===== src/rtl/controle_multiciclo.sv =====
// controle_multiciclo: multi-cycle main control FSM for the RISC-V core.
// Sequences the shared ULA, memory port, IR, PC and register file for
// R-type, lw, sw and beq. Any other opcode, or a memory access that waits
// too long, parks the FSM in a sticky TRAP state that only reset leaves.
module controle_multiciclo #(
   parameter int MEM_TIMEOUT = 16
) (
   input  logic       clk,
   input  logic       reset,
   input  logic [6:0] opcode,
   input  logic       mem_ready,
   output logic       PCWrite,
   output logic       PCWriteCond,
   output logic       PCSource,
   output logic       IorD,
   output logic       MemRead,
   output logic       MemWrite,
   output logic       IRWrite,
   output logic       MemtoReg,
   output logic       RegWrite,
   output logic       ALUSrcA,
   output logic [1:0] ALUSrcB,
   output logic [1:0] ALUOp,
   output logic       instr_done,
   output logic       trap,
   output logic       bus_err,
   output logic [3:0] state_o
);

   typedef enum logic [3:0] {
      S_FETCH  = 4'd0,
      S_DECODE = 4'd1,
      S_ADDR   = 4'd2,
      S_MEM_RD = 4'd3,
      S_MEM_WB = 4'd4,
      S_MEM_WR = 4'd5,
      S_EXEC_R = 4'd6,
      S_R_WB   = 4'd7,
      S_BRANCH = 4'd8,
      S_TRAP   = 4'd9
   } state_t;

   localparam logic [6:0] OP_R   = 7'b0110011;
   localparam logic [6:0] OP_LW  = 7'b0000011;
   localparam logic [6:0] OP_SW  = 7'b0100011;
   localparam logic [6:0] OP_BEQ = 7'b1100011;

   // Counter wide enough to reach MEM_TIMEOUT-1; it saturates at all-ones.
   localparam int CW = (MEM_TIMEOUT < 2) ? 1 : $clog2(MEM_TIMEOUT + 1);
   localparam logic [CW-1:0] WAIT_LIMIT = CW'(MEM_TIMEOUT - 1);
   localparam logic [CW-1:0] WAIT_MAX   = {CW{1'b1}};

   state_t          state_q;
   logic [CW-1:0]   wait_cnt_q;
   logic [CW-1:0]   wait_cnt_d;
   logic            trap_q;
   logic            bus_err_q;
   logic            timeout_s;

   // Saturating increment and timeout detection for the memory wait states.
   always_comb begin
      wait_cnt_d = wait_cnt_q;
      timeout_s  = 1'b0;
      if (wait_cnt_q != WAIT_MAX) begin
         wait_cnt_d = wait_cnt_q + CW'(1);
      end else begin
         wait_cnt_d = wait_cnt_q;
      end
      // mem_ready in the limit cycle still completes the access normally.
      if ((MEM_TIMEOUT != 0) && (wait_cnt_q == WAIT_LIMIT) && !mem_ready) begin
         timeout_s = 1'b1;
      end else begin
         timeout_s = 1'b0;
      end
   end

   // State sequencing, wait counter and sticky trap flags.
   always_ff @(posedge clk) begin
      if (reset) begin
         state_q    <= S_FETCH;
         wait_cnt_q <= '0;
         trap_q     <= 1'b0;
         bus_err_q  <= 1'b0;
      end else begin
         case (state_q)
            S_FETCH: begin
               if (mem_ready) begin
                  state_q    <= S_DECODE;
                  wait_cnt_q <= '0;
               end else if (timeout_s) begin
                  state_q   <= S_TRAP;
                  trap_q    <= 1'b1;
                  bus_err_q <= 1'b1;
               end else begin
                  wait_cnt_q <= wait_cnt_d;
               end
            end
            S_DECODE: begin
               wait_cnt_q <= '0;
               case (opcode)
                  OP_LW, OP_SW: state_q <= S_ADDR;
                  OP_R:         state_q <= S_EXEC_R;
                  OP_BEQ:       state_q <= S_BRANCH;
                  default: begin
                     state_q <= S_TRAP;
                     trap_q  <= 1'b1;
                  end
               endcase
            end
            S_ADDR: begin
               // IR still holds the load/store opcode here.
               wait_cnt_q <= '0;
               case (opcode)
                  OP_LW:   state_q <= S_MEM_RD;
                  OP_SW:   state_q <= S_MEM_WR;
                  default: begin
                     state_q <= S_TRAP;
                     trap_q  <= 1'b1;
                  end
               endcase
            end
            S_MEM_RD: begin
               if (mem_ready) begin
                  state_q    <= S_MEM_WB;
                  wait_cnt_q <= '0;
               end else if (timeout_s) begin
                  state_q   <= S_TRAP;
                  trap_q    <= 1'b1;
                  bus_err_q <= 1'b1;
               end else begin
                  wait_cnt_q <= wait_cnt_d;
               end
            end
            S_MEM_WR: begin
               if (mem_ready) begin
                  state_q    <= S_FETCH;
                  wait_cnt_q <= '0;
               end else if (timeout_s) begin
                  state_q   <= S_TRAP;
                  trap_q    <= 1'b1;
                  bus_err_q <= 1'b1;
               end else begin
                  wait_cnt_q <= wait_cnt_d;
               end
            end
            S_MEM_WB: begin
               state_q    <= S_FETCH;
               wait_cnt_q <= '0;
            end
            S_EXEC_R: begin
               state_q    <= S_R_WB;
               wait_cnt_q <= '0;
            end
            S_R_WB: begin
               state_q    <= S_FETCH;
               wait_cnt_q <= '0;
            end
            S_BRANCH: begin
               state_q    <= S_FETCH;
               wait_cnt_q <= '0;
            end
            S_TRAP: begin
               state_q <= S_TRAP;
               trap_q  <= 1'b1;
            end
            default: begin
               state_q <= S_TRAP;
               trap_q  <= 1'b1;
            end
         endcase
      end
   end

   // Moore decode of the datapath controls; FETCH loads IR/PC only when memory answers.
   always_comb begin
      PCWrite     = 1'b0;
      PCWriteCond = 1'b0;
      PCSource    = 1'b0;
      IorD        = 1'b0;
      MemRead     = 1'b0;
      MemWrite    = 1'b0;
      IRWrite     = 1'b0;
      MemtoReg    = 1'b0;
      RegWrite    = 1'b0;
      ALUSrcA     = 1'b0;
      ALUSrcB     = 2'b00;
      ALUOp       = 2'b00;
      instr_done  = 1'b0;
      if (!reset) begin
         case (state_q)
            S_FETCH: begin
               MemRead = 1'b1;
               ALUSrcB = 2'b01;
               if (mem_ready) begin
                  IRWrite = 1'b1;
                  PCWrite = 1'b1;
               end else begin
                  IRWrite = 1'b0;
                  PCWrite = 1'b0;
               end
            end
            S_DECODE: ALUSrcB = 2'b11;
            S_ADDR: begin
               ALUSrcA = 1'b1;
               ALUSrcB = 2'b10;
            end
            S_MEM_RD: begin
               MemRead = 1'b1;
               IorD    = 1'b1;
            end
            S_MEM_WB: begin
               RegWrite   = 1'b1;
               MemtoReg   = 1'b1;
               instr_done = 1'b1;
            end
            S_MEM_WR: begin
               MemWrite   = 1'b1;
               IorD       = 1'b1;
               instr_done = mem_ready;
            end
            S_EXEC_R: begin
               ALUSrcA = 1'b1;
               ALUOp   = 2'b10;
            end
            S_R_WB: begin
               RegWrite   = 1'b1;
               ALUOp      = 2'b10;
               instr_done = 1'b1;
            end
            S_BRANCH: begin
               ALUSrcA     = 1'b1;
               ALUOp       = 2'b01;
               PCWriteCond = 1'b1;
               PCSource    = 1'b1;
               instr_done  = 1'b1;
            end
            default: begin
               PCWrite = 1'b0;
            end
         endcase
      end else begin
         PCWrite = 1'b0;
      end
   end

   assign trap    = trap_q;
   assign bus_err = bus_err_q;
   assign state_o = state_q;

endmodule

===== config.mk =====
export PLATFORM = sky130hd
export DESIGN_NAME = controle_multiciclo
export DESIGN_NICKNAME = d
export VERILOG_FILES = /design/src/rtl/controle_multiciclo.sv
export SDC_FILE = /design/constraint.sdc
export NUM_CORES = 1
export LEC_CHECK = 0
export BUFFER_PORTS_ARGS = -buffer_cell sky130_fd_sc_hd__clkbuf_2
export CORE_AREA = 2 2 60 45
export CTS_BUF_LIST = sky130_fd_sc_hd__clkbuf_4 sky130_fd_sc_hd__clkbuf_8 sky130_fd_sc_hd__clkbuf_16
export CTS_CLUSTER_SIZE = 8
export DETAILED_ROUTE_END_ITERATION = 12
export DIE_AREA = 0 0 62 47
export PLACE_DENSITY = 0.7
export SYNTH_ARGS = -nofsm -noshare
export SYNTH_HDL_FRONTEND = slang
export SYNTH_SLANG_ARGS = --single-unit

===== constraint.sdc =====
create_clock -name clk -period 2.2 [get_ports clk]
set_input_delay 0.44 -clock clk [delete_from_list [all_inputs] [get_ports clk]]
set_output_delay 0.44 -clock clk [all_outputs]
set_load 0.05 [all_outputs]

== Word level (Yosys, flattened, before mapping) ==
Cells that the tools add are included.
Word-level totals
  register bits: 11
  output and inout bits: 21
  word-level logic and storage cells: 85
Operators by class
  add/subtract/negate cells: 1
  eq/ne operators: 20
  muxes and demuxes: 40
  bitwise gates (word level): 2
  reduce and logical (&&, ||, !) cells: 18
Operators by type and width (number)
  4-bit case mux with 7 select lines: 1
  1-bit 2-to-1 mux: 23
  4-bit by 3-bit equality test with 1-bit output, second input constant: 4
  4-bit 2-to-1 mux: 4
  5-bit 2-to-1 mux: 3
  7-bit by 6-bit equality test with 1-bit output, second input constant: 2
  4-bit case mux with 3 select lines: 1
  5-bit case mux with 2 select lines: 1
  2-bit OR reduction: 5
  3-bit OR reduction: 3
  4-bit by 2-bit equality test with 1-bit output, second input constant: 2
  4-bit case mux with 2 select lines: 1
  4-bit OR reduction: 2
  7-bit by 2-bit equality test with 1-bit output, second input constant: 1
  7-bit equality test, second input constant: 1
  2-bit inequality test, second input constant: 3
  2-bit case mux with 3 select lines: 1
  3-bit AND reduction: 2
  6-bit OR reduction: 1
  5-bit by 1-bit adder with 5-bit output, second input constant: 1
  5-bit by 4-bit equality test with 1-bit output, second input constant: 1
  5-bit inequality test, second input constant: 1
  5-bit AND reduction: 1
  4-bit by 1-bit equality test with 1-bit output, second input constant: 1
  other kinds (13): 15

== Longest topological paths before layout ==
  depth after elaboration: 6
  mapped depth: 9

== Least setup slack after synthesis ==
No wires, ideal clock.
  kind: register -> output
  from: reg state_q[2] (netlist: state_o[2])
  to: out PCWrite
  data arrival time: 3083 ps
  required time: 1760 ps
  slack: -1323 ps
  cell stages (with the launch flop): 5
  path through: dfxtp_1 > buf_2 > or3_1 > nor4_1 > buf_4
Between the ends
  longest elaborated chain between the ends: 3
RTL lines
  start, declared: RTL line 53  | state_t state_q;
  start signal, assigned: RTL line 80  | state_q <= S_FETCH;
  start signal, assigned: RTL line 88  | state_q <= S_DECODE;
  start signal, assigned: RTL line 91  | state_q <= S_TRAP;
  4-bit logical NOT
  1-bit 2-to-1 mux (2 in a row)
  end, declared: RTL line 12  | output logic PCWrite,
Every way passes these cells.

== Worst setup path after layout ==
  from: reg state_q[2] (netlist: state_o[2])
  to: out PCWrite
Between the ends
  longest elaborated chain between the ends: 3
RTL lines
  4-bit logical NOT: RTL line 190  | case (state_q)
  1-bit 2-to-1 mux: RTL line 190
  1-bit 2-to-1 mux: RTL line 189  | if (!reset) begin
Every way passes these cells.

==> run_results.csv <==
group,metric,value,unit
power_and_ir_drop,p_switching,341,uW
place,place_inst,186,
flow_run,maxCapViolCount,0,
logic_synthesis,synth_cell_types,42,
logic_synthesis,synth_area_leader_cell,"dfxtp_1",
power_and_ir_drop,p_sw_frac,0.452,
die,placement_rows,15,
power_and_ir_drop,peakVddDrop,309,uV
timing,report.final.slew_viol_count,0,
clock_network,clkTransAtPathRegs,0.07,ns
cells_and_area,n_antenna_cell,0,
timing,setup-violations-final,0,
logic_synthesis,synthesis.nets,147,
setup_path,critPathLaunchType,"flop",
setup_path,reg2reg_slack,0.26,ns
die,pin_count,31,
global_routing,grt_pass1_vias,861,
route,viasPerCell,5.48,
timing,max_slew_margin,0.733,
place,dp_slack,0.163,ns
logic_synthesis,synth_edf_count,0,
power_and_ir_drop,p_leak,0.000496,uW
cells_and_area,fin_cells,190,
setup_path,reg2reg_depth,9,
route,drc,0,
setup_path,worst_r2r_endpoint,"wait_cnt_q[2]",
setup_path,required,1.76,ns
clock_network,post_cts_resized,0,
setup_path,critPathKind,"flop to primary output",
place,dp.final_hpwl,1.87,mm
timing,tightest_slew,0.400,ns
logic_synthesis,async_flop_share,0,
worst_hold_path,hold_class,"flop to flop",
global_routing,grt_use_total,0.183,
logic_synthesis,yosysMostFrequentCell,"nor2_1",
logic_synthesis,synth.yosys.seq_area_share,0.222,
logic_synthesis,synth_flop_cell,"dfxtp_1",
timing,max_freq,474,MHz
setup_path,rr_startpoint,"wait_cnt_q[0]",
global_routing,overflow,0,
global_routing,grt_pass1_wl,3.95,mm
die,start_util,0.422,
clock_network,clk_latency,0.27,ns
clock_network,clkSinkCount,11,
power_and_ir_drop,power_frac_comb,0.474,
timing,min_period_over_period,0.959,
outcome,outcome,"completed",
die,die_y,47,um
cells_and_area,drive_above_1_share,0.397,
cells_and_area,syn_to_final_growth,26.9,%
route,wl_per_cell,13.2,um
worst_hold_path,holdPathEnd,"trap",
clock_network,cts_tree,"done",
setup_path,worstSetupEndpointType,"primary output",
power_and_ir_drop,p_clk_frac,0.197,
logic_synthesis,synth_commonest_cells,"nor2_1, dfxtp_1, a21oi_1, nand2b_1, nand2_1",
route,wl,2.51,mm
die,die_area,0.00291,mm2
place,portBuffers,30,
logic_synthesis,yosys.area.top_type_share,0.222,
power_and_ir_drop,intPower,413,uW
die,die_width,62,um
timing,post-route-min-period,2.11,ns
logic_synthesis,yosys_warnings,0,
logic_synthesis,ys_seq_elements,11,
logic_synthesis,syn_inst,134,
place,gp_congestion,0.868,
route,drt-initial-drc-count,47,
route,dr.pass1.iters,4,
route,vias,1042,
logic_synthesis,synth.top_cells.by_area,"dfxtp_1, nand2b_1, nor2_1, a21oi_1, ha_1",
logic_synthesis,synth.avg_cell_area,7.40,um2
cells_and_area,nFillCells,231,
timing,finClkSkew,0.00630,ns
clock_network,cts_root_buffer,"clkbuf_4",
setup_path,arrival,1.67,ns
worst_hold_path,min_path_cells,1,
timing,finalWorstSetupSlack,0.0899,ns
clock_network,hold_buffers,0,
setup_path,crit_fanout,23,
clock_network,htreeDepth,1,
power_and_ir_drop,p_per_area,600,mW/mm2
clock_network,cts_buffer_depth,2,
route,antenna_left,0,
timing,rsz0062_at_grt,"no",
die,core,0.00235,mm2
global_routing,antenna_found_initial,0,
clock_network,post-cts-setup-buffers,0,
cells_and_area,layout.nets,170,
power_and_ir_drop,p_seq_frac,0.329,
clock_network,numCtsBuffers,3,
logic_synthesis,synthesis.area,991,um2
global_routing,grt_max_degree,24,
timing,hold_viol,0,
worst_hold_path,min_from,"trap",
==> worst max path at each step <==
stage	slack, ns	depth (start not counted)	endpoint	start
final	0.09	3	PCWrite	state_o[2]
after floorplan	-0.10	4	PCWrite	state_o[2]
after CTS	0.02	4	MemRead	state_o[1]
after global routing	0.009	3	IRWrite	state_o[2]
after detailed placement	0.16	9	wait_cnt_q[2]	wait_cnt_q[0]
after global placement	0.29	9	wait_cnt_q[2]	wait_cnt_q[0]
==> worst max-delay path: stages, from the launching register on <==
cell and delay (ns):
dfxtp_4 0.42, or3_4 0.44, nor4_4 0.23, buf_2 0.30
==> cell type report <==
cell class	instances	area [um2]	share of cell area
clock buffers	4	30.0	0.0239
inverters	6	22.5	0.0179
multi-input cells	103	754	0.600
flip-flops and latches	11	233	0.185
well taps	34	42.5	0.0338
repair buffers	32	175	0.139
==> power groups by stage <==
| stage | clock, uW | combinational (uW) | sequential (uW) |
|---|---|---|---|
| final | 148 | 357 | 248 |
| after global routing | 169 | 387 | 252 |
| after CTS | 156 | 353 | 246 |
| after detailed placement | 0 | 352 | 251 |
| after global placement | 0 | 349 | 250 |
| after floorplan | 0 | 290 | 263 |
==> cell families (layout without fill, tap and decap cells) <==
| kind of cell | after synthesis | in the layout | share of synthesized area |
|---|---|---|---|
| fa+ha+maj | 3 | 3 | 0.0379 |
| mux | 1 | 1 | 0.0114 |
| simple gates | 59 | 59 | 0.318 |
| flops | 11 | 11 | 0.222 |
| buf+inv | 20 | 42 | 0.0997 |
| xor+xnor | 2 | 2 | 0.0177 |
| compound gates | 38 | 38 | 0.293 |
==> metal layers <==
layer / part of all wire / vias up / GRT usage / wire length (um)
li1: - / 529 / - / -
met5: 0 / - / 0 / 0
met2: 0.45 / 25 / 0.265 / 1140
met3: 0.039 / 0 / 0.0496 / 98
met1: 0.51 / 488 / 0.277 / 1270
met4: 0 / 0 / 0.0255 / 0
==> placed cells by master, fill, tap and decap left out, drive strengths merged, types with 2 or more instances in the layout <==
| master | instances |
|---|---|
| nor2b | 3 |
| nand2 | 9 |
| nand3b | 3 |
| ha | 3 |
| o32ai | 3 |
| o22ai | 2 |
| a21boi | 2 |
| o21ai | 7 |
| xor2 | 2 |
| a21oi | 10 |
| nand2b | 10 |
| clkbuf | 32 |
| nor2 | 14 |
| or3 | 5 |
| inv | 6 |
| buf | 4 |
| dfxtp | 11 |
| nor4 | 3 |
| nor3 | 7 |
| nand3 | 2 |
==> registers in the layout (all words and copies together), names as in the netlist <==
register	cells
wait_cnt_q	5
bus_err	1
state_o	4
trap	1
==> metrics by stage <==
step           cell area (um2)  TNS (ns)  utilization  hold slack, ns  power [uW]
5_1_grt                   1260         0        0.536           0.520         809
6_report                  1260         0        0.536           0.491         754
4_1_cts                   1240         0        0.527           0.495         755
2_1_floorplan             1100    -0.105            -           0.463         553
3_3_place_gp              1210         0        0.515           0.475         600
3_5_place_dp              1210         0        0.515           0.472         603
Note: power is estimated with default switching activity, not from simulation.
